--- src/rtl/uart_rx_byte.sv ---
`default_nettype none
// ============================================================================
// Module   : uart_rx_byte
// Purpose  : 8N1 UART receiver front end. Synchronises the serial line,
//            detects the start edge, samples mid-bit and presents each byte
//            as dout with a one-cycle dout_vld strobe, or a one-cycle
//            frame_err strobe when the stop bit is sampled low.
// Revision : 1.0 - initial release
// ============================================================================
module uart_rx_byte #(
  parameter int CLK_FREQ = 50_000_000,
  parameter int BAUD     = 115200
) (
  input  logic       clk,
  input  logic       rst_n,
  input  logic       rx,
  output logic [7:0] dout,
  output logic       dout_vld,
  output logic       frame_err,
  output logic       rx_busy
);

  localparam int BPS  = CLK_FREQ / BAUD;
  localparam int HALF = BPS / 2;
  localparam int CW   = (BPS > 1) ? $clog2(BPS) : 1;

  localparam logic [CW-1:0] C_HALF_M1 = CW'(HALF - 1);
  localparam logic [CW-1:0] C_BPS_M1  = CW'(BPS - 1);

  typedef enum logic [1:0] {
    IDLE  = 2'd0,
    START = 2'd1,
    DATA  = 2'd2,
    STOP  = 2'd3
  } state_t;

  state_t          state_q;
  logic            rx_meta_q;
  logic            rx_s_q;
  logic            rx_dly_q;
  logic [CW-1:0]   cnt_clk_q;
  logic [2:0]      cnt_bit_q;
  logic [7:0]      shift_q;
  logic [7:0]      dout_q;
  logic            dout_vld_q;
  logic            frame_err_q;

  logic            w_fall;

  // Falling edge of the synchronised line; only the IDLE state acts on it.
  assign w_fall = rx_dly_q & ~rx_s_q;

  // Two-flop synchroniser plus one history flop; all reset to the idle level.
  always_ff @(posedge clk or negedge rst_n) begin
    if (!rst_n) begin
      rx_meta_q <= 1'b1;
      rx_s_q    <= 1'b1;
      rx_dly_q  <= 1'b1;
    end else begin
      rx_meta_q <= rx;
      rx_s_q    <= rx_meta_q;
      rx_dly_q  <= rx_s_q;
    end
  end

  // Frame state machine: mid-bit sampling, shifting and registered strobes.
  always_ff @(posedge clk or negedge rst_n) begin
    if (!rst_n) begin
      state_q     <= IDLE;
      cnt_clk_q   <= '0;
      cnt_bit_q   <= '0;
      shift_q     <= '0;
      dout_q      <= '0;
      dout_vld_q  <= 1'b0;
      frame_err_q <= 1'b0;
    end else begin
      dout_vld_q  <= 1'b0;
      frame_err_q <= 1'b0;
      case (state_q)
        IDLE: begin
          if (w_fall) begin
            state_q   <= START;
            cnt_clk_q <= '0;
            cnt_bit_q <= '0;
          end
        end
        START: begin
          // Half a bit after the edge: a high line means it was a glitch.
          // The counter restarts so later samples land at BPS-1.
          if (cnt_clk_q == C_HALF_M1) begin
            cnt_clk_q <= '0;
            state_q   <= rx_s_q ? IDLE : DATA;
          end else begin
            cnt_clk_q <= cnt_clk_q + CW'(1);
          end
        end
        DATA: begin
          if (cnt_clk_q == C_BPS_M1) begin
            cnt_clk_q <= '0;
            shift_q   <= {rx_s_q, shift_q[7:1]};
            cnt_bit_q <= cnt_bit_q + 3'd1;
            if (cnt_bit_q == 3'd7) begin
              state_q <= STOP;
            end
          end else begin
            cnt_clk_q <= cnt_clk_q + CW'(1);
          end
        end
        STOP: begin
          // Returning to IDLE here lets the next start edge arrive
          // half a bit into this stop bit.
          if (cnt_clk_q == C_BPS_M1) begin
            cnt_clk_q <= '0;
            state_q   <= IDLE;
            if (rx_s_q) begin
              dout_q     <= shift_q;
              dout_vld_q <= 1'b1;
            end else begin
              frame_err_q <= 1'b1;
            end
          end else begin
            cnt_clk_q <= cnt_clk_q + CW'(1);
          end
        end
        default: begin
          state_q <= IDLE;
        end
      endcase
    end
  end

  assign dout      = dout_q;
  assign dout_vld  = dout_vld_q;
  assign frame_err = frame_err_q;
  assign rx_busy   = (state_q != IDLE);

endmodule
`default_nettype wire

--- config.mk ---
export PLATFORM = sky130hd
export DESIGN_NAME = uart_rx_byte
export DESIGN_NICKNAME = d
export VERILOG_FILES = /design/src/rtl/uart_rx_byte.sv
export SDC_FILE = /design/constraint.sdc
export NUM_CORES = 1
export LEC_CHECK = 0
export CAP_MARGIN = 10
export CORE_UTILIZATION = 50
export DETAILED_ROUTE_END_ITERATION = 12
export HOLD_SLACK_MARGIN = 0.12
export PLACE_DENSITY = 0.71
export RECOVER_POWER = 25
export SLEW_MARGIN = 40
export SYNTH_ARGS = -nofsm -noshare
export SYNTH_HDL_FRONTEND = slang
export SYNTH_SLANG_ARGS = --single-unit
--- constraint.sdc ---
create_clock -name clk -period 5.75 [get_ports clk]
set_input_delay 0.575 -clock clk [delete_from_list [all_inputs] [get_ports clk]]
set_output_delay 0.575 -clock clk [all_outputs]
set_load 0.01 [all_outputs]
==> load_flow_metrics.sql <==
INSERT INTO impl_metrics (metric_group, metric, value, unit) VALUES
('status', 'result_of_the_run', 'finished with violations', ''),
('status', 'violations_in_the_final_reports', 'capacitance limit, slew limit', ''),
('sta', 'worst_slew_pin_slew', '1.80', 'ns'),
('sta', 'timing.final.crit_period', '2.29', 'ns'),
('global_routing', 'antenna_found_initial', '0', ''),
('drt', 'detailed_route_iter0_violations', '34', ''),
('synthesis', 'synth-edff-count', '0', ''),
('finish', 'utilization', '0.613', ''),
('clock_network', 'worst_skew_pair.late_latency', '0.35', 'ns'),
('clock_network', 'clk_path_buf_depth', '2', ''),
('placement', 'place_congestion', '0.794', ''),
('clock_network', 'clk_transition_reported_paths', '0.09', 'ns'),
('sta', 'timing.final.ws_setup', '3.46', 'ns'),
('die', 'initial_core_utilization', '0.526', ''),
('sta', 'timing.slew.headroom', '-0.203', ''),
('synthesis', 'synth_top_area_cell', 'sky130_fd_sc_hd__dfrtp_1', ''),
('synthesis', 'synthDominantCellAreaShare', '0.502', ''),
('power_and_ir_drop', 'worst_ir_drop_vdd', '0.232', 'mV'),
('sta', 'timing.final.max_slew_violations', '36', ''),
('drt', 'via_per_instance_ratio', '5.37', ''),
('die', 'die_y', '58.5', 'um'),
('worst_setup_path', 'path_cells', 'dlygate4sd3_1 -> clkbuf_1', ''),
('sta', 'final-setup-viol-count', '0', ''),
('worst_hold_path', 'min-delay-path-class', 'reg2reg', ''),
('worst_setup_path', 'crit_slowest_cell', 'sky130_fd_sc_hd__clkbuf_1', ''),
('sta', 'fmax', '0.437', 'GHz'),
('sta', 'timing_hold_violations_final', '0', ''),
('synthesis', 'postSynthAreaPerCell', '11.9', 'um2'),
('clock_network', 'post_cts_buffers', '0', ''),
('die', 'die_w', '58.5', 'um'),
('finish', 'area_delta_synth_final', '16.4', '%'),
('drt', 'wl_per_cell', '13.5', 'um'),
('clock_network', 'clock-sinks', '35', ''),
('synthesis', 'ff_latch_count_synth', '35', ''),
('worst_setup_path', 'slowest_delay', '1.29', 'ns'),
('sta', 'timing.setup.tns', '0', 'ns'),
('synthesis', 'synth-seq-area-share', '0.552', ''),
('synthesis', 'synthMostInstantiatedCell', 'sky130_fd_sc_hd__dfrtp_1', ''),
('drt', 'drt-pass1-iter-count', '4', ''),
('worst_setup_path', 'path_max_fanout', '35', ''),
('worst_setup_path', 'r2r_setup_slack', '3.50', 'ns'),
('worst_setup_path', 'worst_path_arrival', '2.41', 'ns'),
('clock_network', 'cts.hold.buffers_added', '0', ''),
('drt', 'detailroute.via_count', '1058', ''),
('clock_network', 'clock-root-buffer', 'sky130_fd_sc_hd__clkbuf_4', ''),
('synthesis', 'gate_count_post_synth', '134', ''),
('sta', 'clock_skew', '0.0144', 'ns'),
('run', 'max_cap_viol_count', '1', ''),
('worst_setup_path', 'critical_path.top_delay_family', 'buffers and inverters', ''),
('worst_setup_path', 'path_buf_inv', '2', ''),
('drt', 'drt-total-wl', '2650', 'um'),
('global_routing', 'grt_pass1_wl', '4440', 'um'),
('synthesis', 'ys_warn_count', '0', ''),
('power_and_ir_drop', 'power.density_cell_area', '326', 'nW/um2'),
('global_routing', 'number_of_global_route_vias_before_repair', '988', ''),
('worst_setup_path', 'data_required_time_at_the_worst_endpoint', '5.87', 'ns'),
('drt', 'detail_route.drc_violations', '0', ''),
('placement', 'detailed_place_hpwl', '1840', 'um'),
('synthesis', 'synth_top_cells_by_count', 'sky130_fd_sc_hd__dfrtp_1 (32), sky130_fd_sc_hd__mux2_2 (18), sky130_fd_sc_hd__nand2_1 (17)', ''),
('placement', 'pre_cts_ws', '3.51', 'ns'),
('synthesis', 'predominant_post_synthesis_flop_cell', 'sky130_fd_sc_hd__dfrtp_1', ''),
('power_and_ir_drop', 'power_leakage', '0.890', 'nW'),
('finish', 'antenna_cells_inserted', '0', ''),
('synthesis', 'async_set_or_reset_register_ratio_after_synthesis', '1.00', ''),
('clock_network', 'cts_resized', '0', ''),
('clock_network', 'cts_max_level', '2', ''),
('worst_setup_path', 'worst_setup_path_start_kind', 'input port', ''),
('synthesis', 'synth.net_count', '142', ''),
('global_routing', 'grt_overflow', '0', ''),
('die', 'std_cell_rows', '20', ''),
('worst_setup_path', 'critical_path_class', 'in2async', '');
final timing paths:
path                                     end  cells after the start    startpoint
worst min register to register        rx_s_q                      0     rx_meta_q
max in group clk                  shift_q[6]                      6  cnt_clk_q[1]
worst min-delay path                  rx_s_q                      0     rx_meta_q
worst max-delay path              state_q[0]                      2         rst_n
worst max register to register    shift_q[6]                      6  cnt_clk_q[1]
min in group asynchronous       cnt_clk_q[5]                      2         rst_n
kinds of logic (layout without fill, tap and decap cells):
family / Yosys count / after routing / synth area share
fa+ha+maj: 5 / 5 / 0.0392
flops: 35 / 35 / 0.552
xor+xnor: 2 / 2 / 0.0110
simple gates: 41 / 41 / 0.133
compound gates: 23 / 23 / 0.113
buf+inv: 10 / 29 / 0.0251
mux: 18 / 18 / 0.127
where the power goes:
| group | internal, mW | total, mW | leakage, nW | switching [mW] |
|---|---|---|---|---|
| Sequential | 0.263 | 0.291 | 0.473 | 0.0283 |
| Clock | 0.103 | 0.185 | 0.0482 | 0.0827 |
| Combinational | 0.0574 | 0.127 | 0.369 | 0.0700 |
| Total | 0.423 | 0.604 | 0.890 | 0.181 |
layer usage:
| metal | track usage | share of wire | vias up |
|---|---|---|---|
| li1 | - | - | 508 |
| met1 | 0.245 | 0.49 | 525 |
| met2 | 0.258 | 0.45 | 20 |
| met3 | 0.0659 | 0.037 | 5 |
| met4 | 0.0918 | 0.021 | 0 |
| met5 | 0 | 0 | - |
registers in the layout, summed over array words and instances, names as in the netlist, named ones only:
signal	flops
frame_err	1
rx_meta_q	1
rx_dly_q	1
shift_q	8
dout_vld	1
state_q	1
dout	8
rx_s_q	1
cnt_clk_q	9
cnt_bit_q	3
per-stage QoR:
step / area, um2 / hold slack, ns / std cells / total power [mW]
floorplan: 1590 / 0.279 / 134 / 0.381
global route: 1860 / 0.373 / 197 / 0.637
finish: 1860 / 0.367 / 197 / 0.604
detailed placement: 1770 / 0.350 / 189 / 0.425
CTS: 1860 / 0.365 / 197 / 0.613
global placement: 1770 / 0.347 / 189 / 0.418
layout by cell type (no fill, tap or decap), types with 2 or more instances in the layout:
cell                              instances
sky130_fd_sc_hd__clkbuf_4                 5
sky130_fd_sc_hd__inv_1                    7
sky130_fd_sc_hd__a21o_1                   2
sky130_fd_sc_hd__mux2_2                  18
sky130_fd_sc_hd__dfrtp_1                 32
sky130_fd_sc_hd__o22ai_1                  3
sky130_fd_sc_hd__nand3_1                  4
sky130_fd_sc_hd__o21ai_0                  4
sky130_fd_sc_hd__dlygate4sd3_1            2
sky130_fd_sc_hd__nor2_1                   5
sky130_fd_sc_hd__nand2_1                 17
sky130_fd_sc_hd__xor2_1                   2
sky130_fd_sc_hd__ha_1                     5
sky130_fd_sc_hd__clkdlybuf4s50_1         11
sky130_fd_sc_hd__dfstp_2                  2
sky130_fd_sc_hd__nor2b_1                  3
sky130_fd_sc_hd__or2_2                    3
final cells by class:
| class | instances | area [um2] |
|---|---|---|
| inverters | 7 | 26.3 |
| multi-input cells | 89 | 674 |
| flip-flops and latches | 35 | 880 |
| clock buffers | 6 | 51.3 |
| repair buffers | 14 | 134 |
| well taps | 44 | 55.1 |
| fillers | 237 | 1170 |
| clock inverters | 2 | 35.0 |
(Power assumes the default switching activity.)
